<file path="src/rtl/encoder_defs.vh">
// Priority-direction constants shared by the priority encoder files.
`ifndef ENCODER_DEFS_VH
`define ENCODER_DEFS_VH
localparam int PRIO_MSB = 0;
localparam int PRIO_LSB = 1;
`endif

</file>
<file path="src/rtl/pipelined_priority_encoder_pkg.sv">
// Shared constants and helpers for the pipelined priority encoder.
package pipelined_priority_encoder_pkg;

`include "encoder_defs.vh"

   localparam int ERR_W = 8;
   localparam logic [ERR_W-1:0] ERR_MAX = 8'hFF;

   function automatic logic [ERR_W-1:0] sat_inc(input logic [ERR_W-1:0] v);
      return (v == ERR_MAX) ? v : v + 8'd1;
   endfunction

endpackage

</file>
<file path="src/rtl/priority_half_enc.sv">
// Combinational 2^M:M priority encoder with any / multi-hot flags.
module priority_half_enc
   import pipelined_priority_encoder_pkg::*;
#(
   parameter int M            = 2,
   parameter int LSB_PRIORITY = PRIO_MSB
) (
   input  logic [2**M-1:0] vec,
   output logic            any,
   output logic [M-1:0]    idx,
   output logic            multi
);

   localparam int V = 2**M;

   always_comb begin
      any   = 1'b0;
      multi = 1'b0;
      for (int i = 0; i < V; i++) begin
         multi = multi | (any & vec[i]);
         any   = any | vec[i];
      end
   end

   // Scan toward the winning end so the last hit seen is the winner.
   always_comb begin
      idx = '0;
      if (LSB_PRIORITY == PRIO_LSB) begin
         for (int i = V - 1; i >= 0; i--) begin
            if (vec[i]) idx = i[M-1:0];
         end
      end else begin
         for (int i = 0; i < V; i++) begin
            if (vec[i]) idx = i[M-1:0];
         end
      end
   end

endmodule

</file>
<file path="src/rtl/pipelined_priority_encoder.sv">
// Two-stage valid/ready 2^N:N priority encoder with zero / multi-hot flags
// and a saturating multi-hot counter.
module pipelined_priority_encoder
   import pipelined_priority_encoder_pkg::*;
#(
   parameter int N            = 3,
   parameter int LSB_PRIORITY = PRIO_MSB
) (
   input  logic             clk,
   input  logic             rst,
   input  logic             in_valid,
   output logic             in_ready,
   input  logic [2**N-1:0]  in_data,
   output logic             out_valid,
   input  logic             out_ready,
   output logic [N-1:0]     out_index,
   output logic             out_zero,
   output logic             out_multi,
   input  logic             err_clr,
   output logic [ERR_W-1:0] err_count
);

   localparam int W = 2**N;
   localparam int H = W / 2;
   localparam int M = N - 1;

   logic         hi_any, lo_any;
   logic [M-1:0] hi_idx, lo_idx;
   logic         hi_multi, lo_multi;

   priority_half_enc #(.M(M), .LSB_PRIORITY(LSB_PRIORITY)) u_hi (
      .vec   (in_data[W-1:H]),
      .any   (hi_any),
      .idx   (hi_idx),
      .multi (hi_multi)
   );

   priority_half_enc #(.M(M), .LSB_PRIORITY(LSB_PRIORITY)) u_lo (
      .vec   (in_data[H-1:0]),
      .any   (lo_any),
      .idx   (lo_idx),
      .multi (lo_multi)
   );

   logic             s1_valid_q, s1_valid_d;
   logic             hi_any_q, hi_any_d;
   logic [M-1:0]     hi_idx_q, hi_idx_d;
   logic             hi_multi_q, hi_multi_d;
   logic             lo_any_q, lo_any_d;
   logic [M-1:0]     lo_idx_q, lo_idx_d;
   logic             lo_multi_q, lo_multi_d;
   logic             out_valid_q, out_valid_d;
   logic [N-1:0]     out_index_q, out_index_d;
   logic             out_zero_q, out_zero_d;
   logic             out_multi_q, out_multi_d;
   logic [ERR_W-1:0] err_count_q, err_count_d;

   logic         s1_ready, s2_ready;
   logic         in_fire, s1_fire, out_fire;
   logic         prefer_hi;
   logic         s2_zero, s2_multi;
   logic [N-1:0] s2_index;

   always_comb begin
      s2_ready = !out_valid_q || out_ready;
      s1_ready = !s1_valid_q || s2_ready;
      in_fire  = in_valid && s1_ready;
      s1_fire  = s1_valid_q && s2_ready;
      out_fire = out_valid_q && out_ready;
   end

   // Merge the two half results held in stage 1.
   always_comb begin
      if (LSB_PRIORITY == PRIO_LSB) prefer_hi = !lo_any_q;
      else                          prefer_hi = hi_any_q;
      s2_zero  = !hi_any_q && !lo_any_q;
      s2_multi = hi_multi_q || lo_multi_q || (hi_any_q && lo_any_q);
      if (s2_zero)        s2_index = '0;
      else if (prefer_hi) s2_index = {1'b1, hi_idx_q};
      else                s2_index = {1'b0, lo_idx_q};
   end

   always_comb begin
      s1_valid_d = s1_valid_q;
      hi_any_d   = hi_any_q;
      hi_idx_d   = hi_idx_q;
      hi_multi_d = hi_multi_q;
      lo_any_d   = lo_any_q;
      lo_idx_d   = lo_idx_q;
      lo_multi_d = lo_multi_q;
      if (s1_ready) s1_valid_d = in_valid;
      if (in_fire) begin
         hi_any_d   = hi_any;
         hi_idx_d   = hi_idx;
         hi_multi_d = hi_multi;
         lo_any_d   = lo_any;
         lo_idx_d   = lo_idx;
         lo_multi_d = lo_multi;
      end
   end

   always_comb begin
      out_valid_d = out_valid_q;
      out_index_d = out_index_q;
      out_zero_d  = out_zero_q;
      out_multi_d = out_multi_q;
      if (s2_ready) out_valid_d = s1_valid_q;
      if (s1_fire) begin
         out_index_d = s2_index;
         out_zero_d  = s2_zero;
         out_multi_d = s2_multi;
      end
   end

   // Clear takes precedence over a same-cycle increment.
   always_comb begin
      err_count_d = err_count_q;
      if (err_clr)                     err_count_d = '0;
      else if (out_fire && out_multi_q) err_count_d = sat_inc(err_count_q);
   end

   always_ff @(posedge clk or posedge rst) begin
      if (rst) begin
         s1_valid_q  <= 1'b0;
         hi_any_q    <= 1'b0;
         hi_idx_q    <= '0;
         hi_multi_q  <= 1'b0;
         lo_any_q    <= 1'b0;
         lo_idx_q    <= '0;
         lo_multi_q  <= 1'b0;
         out_valid_q <= 1'b0;
         out_index_q <= '0;
         out_zero_q  <= 1'b0;
         out_multi_q <= 1'b0;
         err_count_q <= '0;
      end else begin
         s1_valid_q  <= s1_valid_d;
         hi_any_q    <= hi_any_d;
         hi_idx_q    <= hi_idx_d;
         hi_multi_q  <= hi_multi_d;
         lo_any_q    <= lo_any_d;
         lo_idx_q    <= lo_idx_d;
         lo_multi_q  <= lo_multi_d;
         out_valid_q <= out_valid_d;
         out_index_q <= out_index_d;
         out_zero_q  <= out_zero_d;
         out_multi_q <= out_multi_d;
         err_count_q <= err_count_d;
      end
   end

   assign in_ready  = s1_ready;
   assign out_valid = out_valid_q;
   assign out_index = out_index_q;
   assign out_zero  = out_zero_q;
   assign out_multi = out_multi_q;
   assign err_count = err_count_q;

endmodule

</file>
<file path="config.mk">
export PLATFORM = sky130hd
export DESIGN_NAME = pipelined_priority_encoder
export DESIGN_NICKNAME = d
export VERILOG_FILES = /design/src/rtl/pipelined_priority_encoder_pkg.sv /design/src/rtl/priority_half_enc.sv /design/src/rtl/pipelined_priority_encoder.sv
export VERILOG_INCLUDE_DIRS = /design/src /design/src/rtl
export SDC_FILE = /design/constraint.sdc
export NUM_CORES = 1
export LEC_CHECK = 0
export CORE_ASPECT_RATIO = 0.6
export CORE_MARGIN = 3
export CORE_UTILIZATION = 31
export DETAILED_ROUTE_END_ITERATION = 7
export GPL_TIMING_DRIVEN = 0
export MAX_ROUTING_LAYER = met4
export PLACE_DENSITY_LB_ADDON = 0.08
export SLEW_MARGIN = 5
export SYNTH_ARGS = -nofsm -noshare
export SYNTH_HDL_FRONTEND = slang
export SYNTH_SLANG_ARGS = --single-unit
</file>
<file path="constraint.sdc">
create_clock -name clk -period 1.6 [get_ports clk]
set_input_delay 0.16 -clock clk [delete_from_list [all_inputs] [get_ports clk]]
set_output_delay 0.16 -clock clk [all_outputs]
set_load 0.01 [all_outputs]
</file>
### Word level (Yosys, flattened, before mapping)

Index checks and enable logic that the tools add are counted.

| cells by class | value |
|---|---|
| reductions and logical operators | 16 |
| equality and inequality tests | 2 |
| multiplexer cells | 11 |
| $add $sub $neg | 1 |
| bitwise logic cells | 16 |

Operator list:

| operator | number |
|---|---|
| 2-to-1 mux 8 bit | 3 |
| OR 1 bit | 10 |
| adder 8 x 1 -> 8 bit (second input constant) | 1 |
| equality test 8 bit (second input constant) | 1 |
| 2-to-1 mux 2 bit | 4 |
| bitwise AND 1 bit | 6 |
| logical AND 1 bit | 6 |
| 2-to-1 mux 3 bit | 2 |
| zero test 1 bit | 4 |
| logical OR 1 bit | 4 |
| 2-to-1 mux 1 bit | 2 |
| inequality test 2 bit (second input constant) | 1 |
| AND reduction 2 bit | 1 |
| nonzero test 2 bit | 1 |

| storage, ports and cells | value |
|---|---|
| word-level logic and storage cells | 58 |
| output and inout bits | 15 |
| input bits | 13 |
| register bits | 23 |

### Longest topological paths before layout

| logic depth | value |
|---|---|
| depth in word-level cells | 4 |
| depth in mapped cells | 4 |
| depth with buffers taken out | 4 |

### Cells and area by module

A second synthesis with hierarchy kept.

| unflattened totals | value |
|---|---|
| cells, all modules | 103 |
| area, all modules | 1143.6 um^2 |

By module, submodules not included:

| module | area an instance (um^2) | sequential area each (um^2) | cells each | instances |
|---|---|---|---|---|
| pipelined_priority_encoder | 1058.5 | 575.6 | 89 | 1 |
| priority_half_enc | 42.5 | 0.0 | 7 | 2 |

### Worst setup path before layout

OpenSTA, ideal clock, no wires.

| timing path | value |
|---|---|
| path type | register to register |
| start point | register err_count_q[0] (netlist: err_count[0]) |
| end point | register err_count_q[5] (netlist: err_count[5]) |
| period minus slack after synthesis | 1.615 ns |
| path buffers | 0 |
| setup time | 0.125 ns |
| setup slack | -0.015 ns |
| cell stages (with the launch flop) | 5 |
| arrival | 1.490 ns |
| required time | 1.475 ns |
| cell sequence | dfrtp_1 -> ha_1 -> and3_2 -> a211oi_1 -> mux2_2 |

| on the way | value |
|---|---|
| word-level cells in the longest chain between the ends | 4 |
| elaborated cells between the ends (all ways) | 7 |
| those cells by class | add/sub (1); eq/ne (2); mux (3); reduce/logical (1) |

RTL lines:

| item | RTL line | text |
|---|---|---|
| from (decl) | pipelined_priority_encoder.sv:56 | `logic [ERR_W-1:0] err_count_q, err_count_d;` |
| from (signal assigned) | pipelined_priority_encoder.sv:148 | `err_count_q <= err_count_d;` |
| adder 8 x 1 -> 8 bit | pipelined_priority_encoder_pkg.sv:10 | `return (v == ERR_MAX) ? v : v + 8'd1;` |
| 2-to-1 mux 8 bit | pipelined_priority_encoder_pkg.sv:10 |  |
| 2-to-1 mux 8 bit | pipelined_priority_encoder.sv:119 | `else if (out_fire && out_multi_q) err_count_d = sat_inc(err_count_q);` |
| 2-to-1 mux 8 bit | pipelined_priority_encoder.sv:118 | `if (err_clr) err_count_d = '0;` |

Parallel ways exist; a longest one is shown, timed or not. The select of a mux whose other input is x is not followed.
A chain may end at the register's enable or synchronous reset.

### Worst setup path in the final report

| timing path | value |
|---|---|
| start point | register err_count_q[1] (netlist: err_count[1]) |
| end point | register err_count_q[3] (netlist: err_count[3]) |

The elaborated chain is that of the path after synthesis.

==> impl_metrics.json <==
{
  "grt.overflow.total": 0,
  "hpwl_um": 2140,
  "place_ws_ps": -265,
  "synthCells": 117,
  "ys_types": 33,
  "fin_crit_ps": 1540,
  "cts_buffers": 3,
  "rrSetupSlack_ps": 60,
  "whs_ps": 386,
  "fmax_mhz": 649,
  "syn_to_final_growth_pct": 34.5,
  "rows": 16,
  "synth_top_family_by_area": "compound AO/OA/AOI/OAI gates",
  "pin_count": 28,
  "synth_compound_area_share_pct": 19.4,
  "n_fill_cell": 353,
  "grt_setup_unrepaired": "false",
  "first_global_vias": 947,
  "clk_pin_slew_worst_paths_ps": 80,
  "drt-initial-drc-count": 59,
  "slew_violations": 0,
  "synthMuxAreaShare_pct": 8.54,
  "slew_headroom_pct": 42.0,
  "drt_wl_total_um": 2760,
  "hold_viol_final": 0,
  "remaining_drc_errors": 0,
  "grtUsageTotal_pct": 14.1,
  "synthXorXnorAreaFrac_pct": 0,
  "ant_nets": 0,
  "place_area_mm2": 0.00151,
  "grt_antenna_before_repair": 0,
  "seq_area_frac_synth_pct": 49.1,
  "maxCapViolCount": 0,
  "cts_tree": "yes",
  "finalClockSkew_ps": 3.01,
  "synth_fa_ha_area_share_pct": 1.92,
  "routed_via_density": 5.06,
  "p_total_w": 0.00128,
  "cp-end-kind": "flop",
  "cp_max_fo": 5,
  "avgSynthCellArea_um2": 10.0,
  "nets": 165,
  "worstPathArrival_ps": 1690,
  "synth-simple-area-share_pct": 18.4,
  "max_slew.worst_pin.slew_ps": 870,
  "gp_congestion": 0.760,
  "htreeDepth": 1,
  "avgRoutedWirePerCell_um": 14.1,
  "numPortBuffers": 27,
  "die_h_um": 53.6,
  "power_leakage_nw": 0.623,
  "synthesis.area_mm2": 0.00117,
  "drive_above_1_share_pct": 14.7,
  "ys_ff_latch": 23,
  "tns_ps": 0,
  "fin_crit_sh_pct": 96.2,
  "setup_viol": 0,
  "vias": 987,
  "clock-sinks": 23,
  "grt_first_pass_wirelength_um": 4810,
  "rr_startpoint": "err_count[1]",
  "status": "finished, final reports clean",
  "power_density_mw_per_mm2": 812,
  "r2r_end": "err_count[3]",
  "worstSetupPathType": "flop to flop",
  "start_util_pct": 34.0,
  "clock_path_buffers": 2,
  "drt_pre_antenna_iters": 4,
  "hold_class": "primary input to asynchronous set/reset pin",
  "vdd_drop_max_mv": 0.363,
  "fin_area_mm2": 0.00158,
  "syn-num-nets": 131,
  "cts_root_buffer": "clkbuf_8",
  "grt_max_degree": 24,
  "hold_buffers": 0,
  "critPathLaunchType": "flop",
  "rr_worst_depth": 4,
  "coreArea_mm2": 0.00344,
  "fp.dieArea_mm2": 0.00458,
  "fin_ws_ps": 60.2,
  "required_ps": 1750,
  "insertion_delay_ps": 260,
  "antenna_cells": 0,
  "yosysWarnings": 0,
  "die-width_um": 85.4
}
-- worst max-delay path by stage --
stage	from	to	slack [ps]	cells past startpoint
after floorplan	err_count[0]	err_count[3]	40	4
after global placement	out_ready	in_ready	-280	4
after detailed placement	out_ready	in_ready	-260	4
after CTS	err_count[1]	err_count[3]	0.4	4
after global routing	err_count[1]	err_count[3]	20	4
final	err_count[1]	err_count[3]	60	4
-- final cells by class --
cell class / instances / area [um2] / share of cell area, %
clock buffer: 4 / 45.0 / 2.86
inverter: 4 / 15.0 / 0.952
buffer: 4 / 22.5 / 1.43
tap: 45 / 56.3 / 3.57
timing repair buffer: 29 / 283 / 17.9
sequential: 23 / 578 / 36.7
multi-input combinational: 86 / 577 / 36.6
-- metrics by stage --
step	std cells	utilization, %
6_report	195	45.8
5_1_grt	195	45.8
4_1_cts	194	45.6
3_5_place_dp	189	43.7
3_3_place_gp	189	43.7
2_1_floorplan	117	-
-- cell families (layout without fill, tap and decap cells) --
family | Yosys count | after routing
adders and majority gates | 2 | 2
muxes | 9 | 9
buffers and inverters | 8 | 41
AOI/OAI and AO/OA | 36 | 36
DFF | 23 | 23
and+or+nand+nor | 39 | 39
-- worst max-delay path: stages (launching register included) --
cell	delay, ps
dfrtp_1	420
ha_2	210
and3_4	210
a211oi_2	230
mux2_2	360
-- layout by cell type (no fill, tap or decap), types with 2 or more instances in the layout --
cell type        count
and2_1               2
a211oi_1             3
a211oi_2             2
nor2b_1              5
nand3_1              3
clkbuf_8             3
clkdlybuf4s50_1     25
a31oi_1              5
dfrtp_1             21
nand2b_1             5
mux2_2               7
clkbuf_1             4
nor3_1               3
inv_1                4
o21ai_0              2
nand4_1              3
nor2_1               7
dfrtp_2              2
dlygate4sd2_1        2
o2bb2ai_1            2
buf_4                2
nand2_1              6
a21oi_1             17
-- report_power, final --
| group | internal, W | switching [W] | total (W) |
|---|---|---|---|
| Sequential | 0.000631 | 0.0000385 | 0.000669 |
| Combinational | 0.000138 | 0.000120 | 0.000259 |
| Clock | 0.000177 | 0.000175 | 0.000353 |
| Total | 0.000947 | 0.000334 | 0.00128 |
-- cell usage after synthesis --
cell | number | area share, %
nor2b_1 | 5 | 2.7
a311oi_1 | 1 | 0.75
nand3_2 | 1 | 0.85
and4_4 | 1 | 0.96
mux2i_1 | 1 | 0.85
and2_1 | 2 | 1.1
buf_2 | 1 | 0.43
nor3_1 | 3 | 1.3
o311ai_0 | 1 | 0.75
inv_1 | 4 | 1.3
and3_2 | 1 | 0.64
nor2_1 | 7 | 2.2
nand4_1 | 3 | 1.6
nand3_1 | 3 | 1.3
nand3b_1 | 1 | 0.64
nand2_1 | 6 | 1.9
a31oi_1 | 5 | 2.7
o211ai_1 | 1 | 0.64
a21oi_1 | 17 | 7.3
mux2_1 | 1 | 0.96
maj3_1 | 1 | 0.85
a21oi_2 | 1 | 0.75
ha_1 | 1 | 1.1
a211oi_2 | 1 | 1.1
o21a_1 | 1 | 0.64
and3_1 | 1 | 0.53
o2bb2ai_1 | 2 | 1.5
clkbuf_1 | 3 | 0.96
mux2_2 | 7 | 6.7
dfrtp_1 | 23 | 49
o21ai_0 | 2 | 0.85
nand2b_1 | 5 | 2.7
a211oi_1 | 4 | 2.6
-- flip-flops by register name, indices dropped and copies added (netlist names) --
name,count
out_multi,1
out_zero,1
lo_multi_q,1
out_valid,1
err_count,8
hi_any_q,1
hi_multi_q,1
s1_valid_q,1
hi_idx_q,2
lo_idx_q,2
out_index,3
lo_any_q,1
-- what timing repair did --
action	CTS	global route
gates cloned	0	0
setup buffers	1	1
setup endpoints to repair	4	1
gates resized for setup	7	0
pin swaps	2	1
-- routing by layer --
metal	wire length [um]	part of all wire, %	track usage, %	vias up
met5	0	0	-	-
met4	8	0.29	1.58	0
met3	159	5.8	4.13	2
met2	1040	38	20.0	28
met1	1550	56	20.3	455
li1	-	-	-	502
Note: power is estimated with default switching activity, not from simulation.
